$ cat src/rtl/pipe_pkg.sv
// Shared definitions for the pipeline skid stage.
//   occ_t      : occupancy encoding (EMPTY=0, ONE=1, FULL=2)
//   DATA_W_DEF : default payload width
//   CNT_W_DEF  : default stall counter width
package pipe_pkg;

    localparam int unsigned DATA_W_DEF = 96;
    localparam int unsigned CNT_W_DEF  = 16;

    typedef enum logic [1:0] {
        EMPTY = 2'd0,
        ONE   = 2'd1,
        FULL  = 2'd2
    } occ_t;

endpackage

$ cat src/rtl/pipe_sat_counter.sv
// Saturating up-counter with synchronous clear.
//   clk   : clock, rising edge
//   rst   : synchronous active-high reset, zeroes the count
//   inc   : add one this cycle (ignored once all ones)
//   clr   : zero the count next edge, wins over inc
//   count : current value
module pipe_sat_counter #(
    parameter int unsigned CNT_W = 16
) (
    input  logic             clk,
    input  logic             rst,
    input  logic             inc,
    input  logic             clr,
    output logic [CNT_W-1:0] count
);

    always_ff @(posedge clk) begin
        if (rst || clr) begin
            count <= '0;
        end else if (inc && (count != '1)) begin
            count <= count + CNT_W'(1);
        end
    end

endmodule

$ cat src/rtl/pipe_skid_stage.sv
// Valid/ready pipeline stage, either a two-entry skid buffer (SKID=1,
// registered in_ready) or a single register (SKID=0, in_ready depends
// combinationally on out_ready). Also counts back-pressured cycles.
//   clk, rst       : clock and synchronous active-high reset
//   en             : stage enable; 0 freezes state and blocks both handshakes
//   flush          : drop all held entries (overrides en)
//   in_valid/in_ready/in_data    : upstream handshake and payload
//   out_valid/out_ready/out_data : downstream handshake and head payload
//   occupancy      : number of held entries (0..2)
//   stall_cnt      : saturating count of out_valid && !out_ready cycles
//   stall_cnt_clr  : synchronous clear of stall_cnt
module pipe_skid_stage
    import pipe_pkg::*;
#(
    parameter int unsigned DATA_W = DATA_W_DEF,
    parameter int unsigned SKID   = 1,
    parameter int unsigned CNT_W  = CNT_W_DEF
) (
    input  logic              clk,
    input  logic              rst,
    input  logic              en,
    input  logic              flush,
    input  logic              in_valid,
    output logic              in_ready,
    input  logic [DATA_W-1:0] in_data,
    output logic              out_valid,
    input  logic              out_ready,
    output logic [DATA_W-1:0] out_data,
    output logic [1:0]        occupancy,
    output logic [CNT_W-1:0]  stall_cnt,
    input  logic              stall_cnt_clr
);

    occ_t              state, state_nx;
    logic [DATA_W-1:0] head, head_nx;
    logic [DATA_W-1:0] skid, skid_nx;
    logic              active;
    logic              accept;
    logic              pop;

    assign active    = en && !rst;
    assign out_valid = (state != EMPTY) && active;
    assign occupancy = state;
    // head is kept zero while empty, so only reset needs masking here
    assign out_data  = rst ? '0 : head;

    generate
        if (SKID != 0) begin : g_skid
            // depends only on registered state: no path from out_ready
            assign in_ready = (state != FULL) && active;
        end else begin : g_single
            assign in_ready = (!out_valid || out_ready) && active;
        end
    endgenerate

    assign accept = in_valid && in_ready;
    assign pop    = out_valid && out_ready;

    always_comb begin
        state_nx = state;
        head_nx  = head;
        skid_nx  = skid;
        if (flush) begin
            state_nx = EMPTY;
            head_nx  = '0;
            skid_nx  = '0;
        end else if (en) begin
            case (state)
                EMPTY: begin
                    if (accept) begin
                        state_nx = ONE;
                        head_nx  = in_data;
                    end
                end
                ONE: begin
                    if (accept && pop) begin
                        head_nx = in_data;
                    end else if (accept && (SKID != 0)) begin
                        state_nx = FULL;
                        skid_nx  = in_data;
                    end else if (pop) begin
                        state_nx = EMPTY;
                        head_nx  = '0;
                    end
                end
                FULL: begin
                    if (pop) begin
                        state_nx = ONE;
                        head_nx  = skid;
                        skid_nx  = '0;
                    end
                end
                default: begin
                    state_nx = EMPTY;
                    head_nx  = '0;
                    skid_nx  = '0;
                end
            endcase
        end
    end

    always_ff @(posedge clk) begin
        if (rst) begin
            state <= EMPTY;
            head  <= '0;
            skid  <= '0;
        end else begin
            state <= state_nx;
            head  <= head_nx;
            skid  <= skid_nx;
        end
    end

    // clear is gated by en so a frozen stage keeps its count
    pipe_sat_counter #(.CNT_W(CNT_W)) u_stall_cnt (
        .clk   (clk),
        .rst   (rst),
        .inc   (out_valid && !out_ready),
        .clr   (stall_cnt_clr && en),
        .count (stall_cnt)
    );

endmodule

$ cat config.mk
export PLATFORM = sky130hd
export DESIGN_NAME = pipe_skid_stage
export DESIGN_NICKNAME = d
export VERILOG_FILES = /design/src/rtl/pipe_pkg.sv /design/src/rtl/pipe_sat_counter.sv /design/src/rtl/pipe_skid_stage.sv
export SDC_FILE = /design/constraint.sdc
export NUM_CORES = 1
export LEC_CHECK = 0
export ABC_AREA = 0
export BUFFER_PORTS_ARGS = -buffer_cell sky130_fd_sc_hd__buf_2
export CORE_ASPECT_RATIO = 1.25
export CORE_MARGIN = 2
export CORE_UTILIZATION = 23
export DETAILED_ROUTE_END_ITERATION = 8
export GPL_ROUTABILITY_DRIVEN = 0
export SYNTH_ARGS = -nofsm -noshare
export SYNTH_HDL_FRONTEND = slang
export SYNTH_SLANG_ARGS = --single-unit
$ cat constraint.sdc
create_clock -name clk -period 2.4 [get_ports clk]
set_clock_uncertainty 0.2 [all_clocks]
set_input_delay 0.24 -clock clk [delete_from_list [all_inputs] [get_ports clk]]
set_output_delay 0.24 -clock clk [all_outputs]
set_load 0.005 [all_outputs]
# Word level (Yosys, flattened, before mapping)
# Cells that the tools add are included.
dict set report op_classes {
  add_sub_neg 1
  eq_ne 11
  muxes 15
  bitwise_logic 1
  reduce_logical 18
}
# operator n
set op_table {}
lappend op_table {{$mux 96} 7}
lappend op_table {{$pmux 96 s3} 2}
lappend op_table {{$add 16x1->16 const B} 1}
lappend op_table {{$ne 16x16->1 const B} 1}
lappend op_table {{$reduce_and 5->1} 3}
lappend op_table {{$mux 2} 5}
lappend op_table {{$ne 2x2->1 const B} 5}
lappend op_table {{$logic_and 1x1->1} 9}
lappend op_table {{$ne 3x3->1 const B} 3}
lappend op_table {{$pmux 2 s3} 1}
lappend op_table {{$eq 2x1->1 const B} 1}
lappend op_table {{$eq 2x2->1 const B} 1}
lappend op_table {{$logic_not 1->1} 2}
lappend op_table {{$logic_not 2->1} 1}
lappend op_table {{$reduce_bool 2->1} 1}
lappend op_table {{$reduce_or 2->1} 1}
lappend op_table {{$logic_or 1x1->1} 1}
lappend op_table {{$not 1->1} 1}
dict set report word_totals {
  regBits 210
  out_inout_bits 116
}

# Depth between registers and ports, before layout
dict set report logic_depth {
  depth_word 8
  mapped_depth 9
  depth_no_buf 6
}

# Hierarchy
# Synthesis repeated with hierarchy kept, for this count alone.
dict set report hier_totals {
  cells_unflattened 1093
  hier_area_um2 10410.0
}
# module n_inst cells_each area_each_um2
set by_module_without_submodules {}
lappend by_module_without_submodules {pipe_skid_stage 1 998 9562.9}
lappend by_module_without_submodules {pipe_sat_counter 1 95 847.1}

# Worst setup path before layout
# Ideal clock, no wire load.
dict set report synth_timing {
  path_type {register to register}
  start {reg state[1] (netlist: occupancy[1])}
  end {reg head[10]}
  arrival_time_ns 1.573
  required_time_ns 2.080
  slack_ns 0.507
  stages_incl_launch_ff 9
  synth_period_minus_slack_ns 1.893
  path_cell_list {dfxtp_1 buf_2 or3b_1 a21oi_1 o21a_2 nor2_4 buf_4 buf_4 o2bb2ai_1}
}
dict set report synth_between {
  elab_chain_cells 6
  elab_cells_between_ends 17
}
# element line_no
set synth_rtl {}
lappend synth_rtl {{start, declared} pipe_skid_stage.sv:34} ;# occ_t state, state_nx;
lappend synth_rtl {{start signal, assigned} pipe_skid_stage.sv:108} ;# state <= state_nx;
lappend synth_rtl {{$ne 2x2->1 / $reduce_bool 2->1 (equally long branches)} {pipe_skid_stage.sv:50, pipe_skid_stage.sv:42}}
lappend synth_rtl {{$logic_and 1x1->1 (on tied branches)} {pipe_skid_stage.sv:50, pipe_skid_stage.sv:42}}
lappend synth_rtl {{$logic_and 1x1->1 (on tied branches)} {pipe_skid_stage.sv:56, pipe_skid_stage.sv:57}}
lappend synth_rtl {{$logic_and 1x1->1} pipe_skid_stage.sv:76} ;# if (accept && pop) begin
lappend synth_rtl {{$ne 3x3->1 (no line) / $mux 96 (equally long branches)} --}
lappend synth_rtl {{$reduce_and 5->1 (no line) / $pmux 96 s3 (equally long branches)} --}
lappend synth_rtl {{end signal, assigned} pipe_skid_stage.sv:109} ;# head <= head_nx;
lappend synth_rtl {{end, declared} pipe_skid_stage.sv:35} ;# logic [DATA_W-1:0] head, head_nx;
# Several ways; a longest one is shown, not always the timed one.
# A chain may end at the register's enable or synchronous reset.

# Final worst setup path
dict set report layout_timing {
  start {in in_valid}
  end {reg state[0] (netlist: occupancy[0])}
}
dict set report layout_between {
  elab_chain_cells 4
  elab_cells_between_ends 9
}
# element line_no
set layout_rtl {}
lappend layout_rtl {{start, declared} pipe_skid_stage.sv:23} ;# input logic in_valid,
lappend layout_rtl {{$logic_and 1x1->1 (*)} pipe_skid_stage.sv:56} ;# assign accept = in_valid && in_ready;
lappend layout_rtl {{$mux 2 / $logic_and 1x1->1 (equally long branches)} {pipe_skid_stage.sv:78, pipe_skid_stage.sv:76}}
lappend layout_rtl {{$mux 2 / $ne 2x2->1 (equally long branches)} --}
lappend layout_rtl {{$pmux 2 s3 / $reduce_and 5->1 (equally long branches)} --}
# Every way passes the cells marked *; elsewhere a longest branch is shown, timed or not. The select of a mux whose other input is x is not followed.

==> results_dict.tcl <==
set metrics [dict create \
    ios 219 \
    htree_levels 1 \
    power.density_mw_per_mm2 620 \
    dieArea_sq_mm 0.0408 \
    synth-edff-count 0 \
    syn-num-nets 1098 \
    fillCellCount 4040 \
    ys_ff_latch 210 \
    grtUsageTotal_pct 14.0 \
    core_area_sq_mm 0.0389 \
    cts_tree "built" \
    arrival_ns 2.53 \
    pre_cts_ws_ns 0.360 \
    cap_violations 0 \
    multi_input_comb_area_sq_mm 0.00434 \
    avgRoutedWirePerCell_um 16.6 \
    fin_ws_ns 0.105 \
    power_mw 7.68 \
    cts_buffers 23 \
    numPortBuffers 218 \
    nNetsFinal 1372 \
    finalSetupViolations 0 \
    die_w_um 181 \
    grt_pass1_wl_um 46500 \
    antenna_found_initial 0 \
    slew_headroom_pct 52.5 \
    n_antenna_cell 0 \
    grt_overflow 0 \
    start_util_pct 23.1 \
    wl_um 29500 \
    drive_gt1_share_pct 23.9 \
    syn_inst 994 \
    ant_nets 0 \
    cts_root_buf "clkbuf_16" \
    num_rows 81 \
    dr.first_iter.drc_count 525 \
    ys_types 57 \
    fin_crit_ns 2.29 \
    clock_path_buffers 3 \
    clk_latency_ns 0.52 \
    ys.warnings.count 0 \
    clk_transition_reported_paths_ns 0.06 \
    grt_max_degree 80 \
    power.leakage_nw 4.78 \
    worst_ep_required_time_ns 2.64 \
    drc 0 \
    critical_path_peak_fanout 5 \
    drt-pass1-iter-count 5 \
    final.period_utilization_pct 95.6 \
    register_area_sq_mm 0.00420 \
    tightestPinTransition_ns 0.712 \
    holdCritPathClass "in2reg" \
    ys.flop_type "dfxtp_1" \
    hpwlAfterDp_um 17600 \
    synth_seq_area_share_pct 46.7 \
    vdd_ir_drop_max_mv 0.374 \
    cp-start-kind "primary input" \
    vias 8598 \
    cp-end-kind "register" \
    synthArstFlopShare_pct 0 \
    vias_per_cell 4.84 \
    fmax_mhz 436 \
    cts.sinks 210 \
    die_h_um 225 \
    slew_violations 0 \
    syn_to_final_growth_pct 37.5 \
    grt_pass1_vias 8748 \
    hold_viol_final 0 \
    fin_setup_tns_ns 0 \
    worstSetupPathType "in2reg" \
    synth_area_sq_mm 0.00901 \
    syn_area_per_cell_sq_um 9.06 \
    status "complete, no violations" \
]
## repair_timing
item	in CTS	in global routing
gates resized for setup	0	5
buffers inserted	0	2
endpoints found under the setup margin	0	2
endpoints found under the hold margin	194	0
hold buffers	102	0
## through the flow
step,area [sq um],hold slack [ns],instances,util (%)
floorplan,9010,0.192,994,-
global placement,10600,0.236,1637,27.3
detailed placement,10600,0.239,1637,27.3
CTS,12400,0.0662,1775,31.8
global route,12400,0.104,1777,31.8
finish,12400,0.0863,1777,31.8
## report_power, final
group | total, mW | switching [mW] | internal, mW
Combinational | 0.599 | 0.316 | 0.282
Sequential | 3.52 | 0.0143 | 3.51
Clock | 3.56 | 1.43 | 2.13
Total | 7.68 | 1.76 | 5.92
## flip-flops by register name (all words and copies together), names as in the netlist
name / flops
head: 96
occupancy: 2
skid: 96
u_stall_cnt.count: 16
## cell usage in the layout, fill, tap and decap left out, types with 2 or more instances in the layout
master / Yosys / routed
inv_1: 4 / 4
o2bb2ai_2: 10 / 10
nor4_4: 2 / 2
dfxtp_1: 210 / 210
o2bb2ai_1: 86 / 86
buf_4: 7 / 16
nor2_4: 1 / 3
bufinv_16: 0 / 3
o21a_2: 2 / 2
nor3_1: 3 / 3
a21oi_1: 100 / 100
a31oi_1: 4 / 4
xor2_1: 8 / 8
buf_12: 0 / 11
nand4_1: 5 / 5
o21a_1: 3 / 2
a311oi_1: 2 / 2
buf_6: 7 / 3
nand3_1: 99 / 99
buf_2: 33 / 216
a22oi_1: 96 / 96
dlygate4sd3_1: 0 / 102
nor2_1: 20 / 19
clkbuf_8: 0 / 2
clkbuf_16: 0 / 23
xnor2_1: 4 / 4
nand2_1: 104 / 104
nor4_1: 2 / 2
clkbuf_1: 47 / 6
nor2b_1: 99 / 98
## worst max-delay path, cell delays in order
cell,delay (ns)
dlygate4sd3_1,0.53
buf_2,0.15
nand2_1,0.05
dlygate4sd3_1,0.55
a221o_1,0.28
dlygate4sd3_1,0.56
a31oi_1,0.16
## synth_stat cells (2+ instances only)
master | number | area [sq um]
dfxtp_1 | 210 | 4200
nand2_1 | 104 | 390
a21oi_1 | 100 | 500
nand3_1 | 99 | 495
nor2b_1 | 99 | 619
a22oi_1 | 96 | 721
o2bb2ai_1 | 86 | 753
clkbuf_1 | 47 | 176
buf_2 | 33 | 165
nor2_1 | 20 | 75.1
o2bb2ai_2 | 10 | 150
xor2_1 | 8 | 70.1
buf_4 | 7 | 52.6
buf_6 | 7 | 78.8
buf_1 | 5 | 18.8
nand4_1 | 5 | 31.3
a31oi_1 | 4 | 25.0
inv_1 | 4 | 15.0
xnor2_1 | 4 | 35.0
nor3_1 | 3 | 15.0
o21a_1 | 3 | 22.5
a311oi_1 | 2 | 17.5
nor4_1 | 2 | 12.5
nor4_4 | 2 | 42.5
o21a_2 | 2 | 17.5
## cells by family (layout without fill, tap and decap cells)
family / count (synthesis) / in the layout / share of synthesized area, %
buffers and inverters: 103 / 388 / 5.63
muxes: 1 / 1 / 0.111
adders and majority gates: 1 / 1 / 0.139
AOI/OAI and AO/OA: 312 / 312 / 25.3
DFF: 210 / 210 / 46.7
and+or+nand+nor: 355 / 355 / 21.0
xor gates and xnor gates: 12 / 12 / 1.17
## metal layers
metal / share of wire, % / routed length, um / up-vias / global-route usage (%)
met5: 0 / 0 / - / 0
met4: 2.3 / 675 / 0 / 4.54
met3: 4.8 / 1410 / 44 / 1.84
met2: 50 / 14900 / 270 / 26.0
met1: 42 / 12500 / 4151 / 16.6
li1: - / - / 4133 / -
## path summary, 6_finish.rpt
check                             startpoint              endpoint  slack (ns)  cells after the start
worst min-delay path               out_ready  u_stall_cnt.count[8]        0.09                      4
worst min register to register       skid[2]               skid[2]        0.25                      2
worst max-delay path                in_valid          occupancy[0]        0.11                      7
worst max register to register  occupancy[0]          occupancy[0]        0.28                      4
## layout make-up
| type | count | share of cell area [%] |
|---|---|---|
| clock buffer | 31 | 5.05 |
| clock inverter | 5 | 0.828 |
| inverter | 4 | 0.121 |
| multi-input combinational | 681 | 35.0 |
| sequential | 210 | 33.9 |
| tap | 498 | 5.03 |
| timing repair buffer | 348 | 20.0 |
No activity file was read; power rests on OpenSTA's default activity.
